### src/rtl/fetch_unit.sv
// Instruction fetch unit: fetches an instruction word (and an optional immediate word from the
// following address) from instruction memory, holds it while it executes, and then selects the
// next pc from the decoded control supplied by the control unit.
//
// Ports:
//   clk, reset            clock, asynchronous active-high reset
//   imem_req/imem_addr    instruction-memory read request and address
//   imem_ack/imem_rdata   read data valid strobe and read data
//   opcode, instruction   registered current instruction (opcode is the top 6 bits)
//   immediate             registered immediate word, 0 when the instruction has none
//   instr_valid           high while the current instruction is in its execute cycle(s)
//   pc_increment_control, pc_control, branch, zero_flag, return_address
//                         control-unit decode and datapath inputs used to pick next pc
//   stall                 holds the execute stage
//   pc, pc_return         current instruction address, and pc + instruction length
module fetch_unit #(
  parameter int unsigned ADDR_WIDTH = 8,
  parameter int unsigned DATA_WIDTH = 16
) (
  input  logic                  clk,
  input  logic                  reset,
  output logic                  imem_req,
  output logic [ADDR_WIDTH-1:0] imem_addr,
  input  logic                  imem_ack,
  input  logic [DATA_WIDTH-1:0] imem_rdata,
  output logic [5:0]            opcode,
  output logic [DATA_WIDTH-1:0] instruction,
  output logic [DATA_WIDTH-1:0] immediate,
  output logic                  instr_valid,
  input  logic                  pc_increment_control,
  input  logic [1:0]            pc_control,
  input  logic                  branch,
  input  logic                  zero_flag,
  input  logic [ADDR_WIDTH-1:0] return_address,
  input  logic                  stall,
  output logic [ADDR_WIDTH-1:0] pc,
  output logic [ADDR_WIDTH-1:0] pc_return
);

  typedef enum logic [1:0] {StIdle, StFetchInstr, StFetchImm, StExecute} state_e;

  state_e                state_q, state_d;
  logic [ADDR_WIDTH-1:0] pc_q, pc_d;
  logic [DATA_WIDTH-1:0] instr_q, instr_d;
  logic [DATA_WIDTH-1:0] imm_q, imm_d;
  // Set in the cycle after an ack: the request drops and the control unit gets one cycle to
  // decode the freshly latched opcode before the FSM moves on.
  logic                  got_q, got_d;

  logic                  needs_imm;
  logic [ADDR_WIDTH-1:0] pc_plus1;
  logic [ADDR_WIDTH-1:0] pc_len;
  logic [ADDR_WIDTH-1:0] next_pc;

  assign needs_imm = pc_increment_control | (pc_control == 2'b01);
  assign pc_plus1  = pc_q + ADDR_WIDTH'(1);
  assign pc_len    = needs_imm ? (pc_q + ADDR_WIDTH'(2)) : pc_plus1;

  always_comb begin
    next_pc = pc_len;
    case (pc_control)
      2'b01:   next_pc = imm_q[ADDR_WIDTH-1:0];
      2'b10:   next_pc = return_address;
      2'b00:   if (branch && zero_flag) next_pc = imm_q[ADDR_WIDTH-1:0];
      default: next_pc = pc_len;  // 11 is reserved: fall through to sequential
    endcase
  end

  always_comb begin
    state_d   = state_q;
    pc_d      = pc_q;
    instr_d   = instr_q;
    imm_d     = imm_q;
    got_d     = got_q;
    imem_req  = 1'b0;
    imem_addr = pc_q;
    case (state_q)
      StIdle: begin
        got_d   = 1'b0;
        state_d = StFetchInstr;
      end
      StFetchInstr: begin
        if (!got_q) begin
          imem_req = 1'b1;
          if (imem_ack) begin
            instr_d = imem_rdata;
            got_d   = 1'b1;
          end
        end else begin
          got_d = 1'b0;
          if (needs_imm) begin
            state_d = StFetchImm;
          end else begin
            imm_d   = '0;
            state_d = StExecute;
          end
        end
      end
      StFetchImm: begin
        imem_addr = pc_plus1;
        if (!got_q) begin
          imem_req = 1'b1;
          if (imem_ack) begin
            imm_d = imem_rdata;
            got_d = 1'b1;
          end
        end else begin
          got_d   = 1'b0;
          state_d = StExecute;
        end
      end
      StExecute: begin
        if (!stall) begin
          pc_d    = next_pc;
          state_d = StFetchInstr;
        end
      end
      default: state_d = StIdle;
    endcase
  end

  always_ff @(posedge clk or posedge reset) begin
    if (reset) begin
      state_q <= StIdle;
      pc_q    <= '0;
      instr_q <= '0;
      imm_q   <= '0;
      got_q   <= 1'b0;
    end else begin
      state_q <= state_d;
      pc_q    <= pc_d;
      instr_q <= instr_d;
      imm_q   <= imm_d;
      got_q   <= got_d;
    end
  end

  assign opcode      = instr_q[DATA_WIDTH-1 -: 6];
  assign instruction = instr_q;
  assign immediate   = imm_q;
  assign instr_valid = (state_q == StExecute);
  assign pc          = pc_q;
  // Only meaningful during execute; forced to 0 otherwise so the idle/reset view is all zero.
  assign pc_return   = instr_valid ? pc_len : '0;

endmodule

### config.mk
export PLATFORM = sky130hd
export DESIGN_NAME = fetch_unit
export DESIGN_NICKNAME = d
export VERILOG_FILES = /design/src/rtl/fetch_unit.sv
export SDC_FILE = /design/constraint.sdc
export NUM_CORES = 1
export LEC_CHECK = 0
export CAP_MARGIN = 25
export CELL_PAD_IN_SITES_DETAIL_PLACEMENT = 1
export CELL_PAD_IN_SITES_GLOBAL_PLACEMENT = 1
export CORE_ASPECT_RATIO = 1.2
export CORE_MARGIN = 4
export CORE_UTILIZATION = 35
export CTS_CLUSTER_SIZE = 8
export DETAILED_ROUTE_END_ITERATION = 6
export PLACE_DENSITY = 0.92
export SLEW_MARGIN = 40
export SYNTH_ARGS = -nofsm -noshare
export SYNTH_HDL_FRONTEND = slang
export SYNTH_SLANG_ARGS = --single-unit
### constraint.sdc
create_clock -name clk -period 4.79 [get_ports clk]
set_input_delay 1.437 -clock clk [delete_from_list [all_inputs] [get_ports clk]]
set_output_delay 1.437 -clock clk [all_outputs]
set_load 0.02 [all_outputs]
## After elaboration in Yosys (flattened, before gate mapping)

Index checks and enable logic that the tools add are counted.
W data, S select, Z words.

- Register bits after elaboration: 43
- Input port bits: 33
- Output and inout port bits: 64
- Logic and storage cells: 51

- $add $sub $neg: 2
- Equality and inequality tests: 11
- Mux-type cells: 20
- Bitwise gates (word level): 3
- Reductions and logical operators: 10

Operators with widths:

| kind | count |
|---|---|
| $mux W16 | 4 |
| $mux W8 | 4 |
| $pmux W16 S2 | 1 |
| $pmux W8 S3 | 1 |
| $ne A2 B2 Y1 const B | 6 |
| $add A8 B1 Y8 const B | 1 |
| $add A8 B2 Y8 const B | 1 |
| $pmux W2 S4 | 1 |
| $eq A2 B2 Y1 const B | 3 |
| $mux W2 | 3 |
| $reduce_and A3 Y1 | 2 |
| $mux W1 | 5 |
| $reduce_and A5 Y1 | 1 |
| $eq A2 B1 Y1 const B | 2 |
| $logic_not A2 Y1 | 2 |
| $reduce_bool A2 Y1 | 2 |
| $not A1 Y1 | 2 |
| $pmux W1 S2 | 1 |
| $reduce_and A2 Y1 | 1 |
| $reduce_or A2 Y1 | 1 |
| $logic_and A1 B1 Y1 | 1 |
| $or A1 B1 Y1 | 1 |

## Depth between registers and ports, before layout

- Word-level depth: 5
- Gate-level depth with buffers: 8
- Gate-level depth less buffers: 7

## Least setup slack after synthesis

No wires, ideal clock.

- Path kind: input-to-output
- Start point: input pc_control[1]
- End point: output pc_return[6]
- Data arrival time: 2.528 ns
- Required time: 3.353 ns
- Path slack: 0.825 ns
- Cell stages on the path: 6
- Buffers on the path: 1
- Cells stage by stage: buf_2 > nor2b_4 > o21ai_2 > a211oi_2 > xor2_1 > and2_1

- Word-level cells in the longest chain between the ends: 4

RTL lines:

| item | RTL line | text |
|---|---|---|
| start: declaration | 31 | `input logic [1:0] pc_control,` |
| $eq A2 B1 Y1 | 55 | `assign needs_imm = pc_increment_control \| (pc_control == 2'b01);` |
| $or A1 B1 Y1 | 55 |  |
| $mux W8 | 57 | `assign pc_len = needs_imm ? (pc_q + ADDR_WIDTH'(2)) : pc_plus1;` |
| $mux W8 | 144 | `assign pc_return = instr_valid ? pc_len : '0;` |
| end: declaration | 37 | `output logic [ADDR_WIDTH-1:0] pc_return` |

No other way between the ends.

## Final worst setup path

- Start point: input pc_control[1]
- End point: output pc_return[2]

Same word-level chain as after synthesis.

==> run summary <==
The flow ran to the end, and the final reports show no timing, DRC or antenna violations. The worst setup path is launched from an input pin. The critical path is of the in -> out type. Setup repair after global routing left no endpoint under its margin. The post-synthesis sequential area ratio came out at 0.445. The hold-critical path depth came out at 2. Routability-driven placement finished with a final weighted congestion of 0.853. In this run, placement finished with an instance count of 416.

The number of setup violations in the final report is 0. The HPWL reported at the end of detailed placement is 5.74 mm. STA classifies the critical path endpoint as an output port.

The count of H-tree levels built during CTS is 2. The library cells used most frequently in the layout, excluding fill and tap cells, are sky130_fd_sc_hd__clkdlybuf4s50_1 (90), sky130_fd_sc_hd__dfrtp_1 (43), sky130_fd_sc_hd__nand2_1 (42), sky130_fd_sc_hd__o21ai_1 (17), sky130_fd_sc_hd__buf_4 (12). The number of flops mapped to enable cells by yosys came out at 0. The clock-pin slew reported for the worst setup and hold paths after clock tree synthesis came out at 0.08 ns.

The count of standard-cell rows is 32. The number of nets with antenna violations after detailed routing is 0. The required time of the critical path is 3.35 ns. The die covers 0.00831 mm². The number of cells in the finished layout apart from fillers is 426. In the finished design, the share of the clock period the worst path needs comes to 0.988. At the pin with the least slew margin, the transition time is 0.685 ns.

The cell internal power dissipation came out at 0.00140 W. The top-level port count is 97. The fraction of registers with async set or reset after synthesis is 1.00.

The CTS buffer count came out at 5. The global-route usage over all layers came out at 0.185. The area taken by multi-input logic gates came out at 0.00120 mm². The data arrival time of the critical path is 3.30 ns.

The layout cell share with drive strength beyond 1 is 0.141. At the later pin of the worst-skew pair, clock insertion delay measures 0.30 ns. Based on the critical path, the design can be clocked at up to 211 MHz. In this design, the critical path's most frequently occurring cell is sky130_fd_sc_hd__clkdlybuf4s50_1. The horizontal die dimension is 83.9 µm.

The worst-case clock skew came out at 0.00728 ns. The switching power came out at 0.00102 W. The switching power share of the total is 0.421.

The count of vias placed by the detailed router came out at 2,212. The critical register-to-register path startpoint is state_q[0]. For met3 alone, demand over resource in global routing was 0.0460. The final count of pins violating max slew is 0. The pre-CTS worst setup slack came out at -0.0814 ns. The synthesis warning total is 0. The post-synthesis instance area came out at 0.00242 mm².

Walking the worst path, the cells encountered are clkdlybuf4s50_1 -> nor2b_4 -> buf_4 -> nor2_2 -> mux2i_2 -> nor2b_1 -> clkdlybuf4s50_1. The detailed-route wire length per cell is 17.7 µm. The setup TNS is 0 ns. The length of the first detailed-routing pass in iterations is 4.

The final hold violation count is 0. The initial core utilization is 0.369. The worst hold path startpoint is immediate[13]. The sink count of the clock tree came out at 43.

The global routing usage on met1 came out at 0.213. The layer flagged by global routing as most heavily used is met2. Across all setup checks in the final design, the least slack found is 0.0562 ns. The static leakage came out at 1.50 nW.

For this run, the share of the core covered by cells in the final layout is 0.550. Synthesis produced a netlist with a net count of 284. The power density of the placed cells came out at 670 mW/mm².

In this run the worst hold path is classified as reg -> reg. The mean cell area of the mapped netlist came out at 9.88 µm². The number of maximum-capacitance violations came out at 0. The worst hold path terminates at immediate[13]. The number of antenna violations at the first check in global routing came out at 0. The first global-routing pass estimated 12.5 mm of wire. The fraction of power consumed by combinational cells is 0.574.

For the finished layout, the period the worst path requires is 4.73 ns. The sequential fraction of design power is 0.289. The overflow left after global routing came out at 0.

Using the TritonRoute via totals, the vias-per-cell ratio works out to 5.19. Leaving out fill and tap cells, the most frequent cell in the layout is sky130_fd_sc_hd__clkdlybuf4s50_1. The final wirelength came out at 7.54 mm. Input and output buffers added on the ports amount to 96. The share of total power dissipated in the clock network is 0.138.

The core footprint is 0.00657 mm². The biggest cell delay along the critical path is 0.56 ns. The final layout contains 379 nets. In this run, synthesis produced a sequential element count of 43. Synthesis instantiated 46 different standard cells from the library. The most used flip-flop cell after synthesis is sky130_fd_sc_hd__dfrtp_1. The cell at the slowest stage of the critical path is sky130_fd_sc_hd__clkdlybuf4s50_1.

The floorplan step set the die height to 99.1 µm. TritonCTS built the clock tree. The met2 routing resource usage after global routing came out at 0.335. In this run the deepest clock path goes through 2 buffers. The worst setup slack for register-to-register paths is 2.75 ns.

The worst register-to-register path ends at immediate[2]. The buffer cell driving the clock tree root is sky130_fd_sc_hd__clkbuf_8. IR analysis of the VDD net gives a maximum drop of 358 µV. In the routed design, unresolved DRC markers number 0. The number of violations reported at the end of detailed-routing iteration 0 is 85.

The synthesized netlist cell count is 245. The relative max-transition margin is 0.543. The number of global-route vias before repair came out at 2,469. The worst register-to-register path has a depth of 9. The total power of the final layout came out at 0.00242 W. The largest driver fanout on the critical path came out at 3. Buffers inserted to repair hold after CTS numbered 0.

The number of antenna diodes in the final layout is 0. The register area is 0.00108 mm². Entering global routing, the biggest net connects 44 pins. The count of filler cells inserted in the layout is 740. The layout overhead on the synthesized area is 49.2%.
[area by class of cell]
type                            instances  area share
Timing Repair Buffer                  110       0.295
Clock buffer                            6      0.0201
Clock inverter                          2      0.0166
Tap cell                               85      0.0295
Multi-Input combinational cell        174       0.334
Sequential cell                        43       0.298
Inverter                                6     0.00693
[cell families (layout without fill, tap and decap cells)]
logic type | after synthesis | after routing | synth area share
AND/OR/NAND/NOR | 81 | 81 | 0.165
XOR/XNOR | 13 | 13 | 0.0471
buffers and inverters | 28 | 124 | 0.0636
AO/OA/AOI/OAI | 56 | 56 | 0.165
multiplexers | 18 | 18 | 0.0832
adder cells (fa/ha/maj) | 6 | 6 | 0.0310
flip-flops | 43 | 43 | 0.445
[registers in the layout, summed over array words and instances (netlist names)]
name	count
pc	8
immediate	16
got_q	1
state_q	2
instruction	16
[metrics by stage]
stage	cell area, µm²	hold slack [ns]
after detailed placement	3450	0.486
after CTS	3590	0.505
after global placement	3440	0.463
after global routing	3610	0.536
after floorplan	2420	0.522
final	3610	0.500
[worst max-delay path by stage]
stage	startpoint	to	slack [ns]
floorplan	pc_control[1]	pc_return[6]	0.83
global placement	pc_control[1]	pc_return[6]	-0.04
detailed placement	pc_control[1]	pc_return[6]	-0.08
CTS	pc_control[1]	pc_return[0]	0.05
global route	pc_control[1]	pc_return[2]	0.002
finish	pc_control[1]	pc_return[2]	0.06
[synthesized netlist by cell type (5+ instances only)]
cell / instances / area (µm²)
sky130_fd_sc_hd__xnor2_1: 5 / 43.8
sky130_fd_sc_hd__dfrtp_1: 43 / 1080
sky130_fd_sc_hd__mux2_1: 6 / 67.6
sky130_fd_sc_hd__xor2_1: 8 / 70.1
sky130_fd_sc_hd__and2_1: 5 / 31.3
sky130_fd_sc_hd__o21ai_1: 17 / 85.1
sky130_fd_sc_hd__o21ai_0: 10 / 50.1
sky130_fd_sc_hd__nand2_1: 42 / 158
sky130_fd_sc_hd__mux2_2: 11 / 124
sky130_fd_sc_hd__nor2b_1: 5 / 31.3
sky130_fd_sc_hd__nand3_1: 5 / 25.0
sky130_fd_sc_hd__buf_4: 8 / 60.1
sky130_fd_sc_hd__clkbuf_1: 9 / 33.8
sky130_fd_sc_hd__nor2_1: 9 / 33.8
sky130_fd_sc_hd__ha_1: 6 / 75.1
[worst max-delay path, delay by kind of cell]
family	cells	cell delay, ns
multiplexers	1	0.28
buffers and inverters	3	1.25
AND/OR/NAND/NOR	3	0.33
[repair_timing]
action,4_1_cts,5_1_grt
gates resized for setup,8,2
buffers inserted,1,0
pin swaps,0,0
endpoints found under the hold margin,0,0
setup endpoints to repair,6,2
cloned,0,0
[per-layer routing]
layer,vias to the layer above,part of all wire
met1,1082,0.39
li1,1034,-
met2,85,0.52
met5,-,0
met3,11,0.065
met4,0,0.018
[power groups by stage]
stage	logic [W]	registers, W	clock network, W
2_1_floorplan	0.000622	0.000827	0
3_3_place_gp	0.00134	0.000685	0
3_5_place_dp	0.00138	0.000704	0
4_1_cts	0.00139	0.000698	0.000343
5_1_grt	0.00148	0.000728	0.000359
6_report	0.00139	0.000698	0.000333
Power figures use the tool's default switching activity.
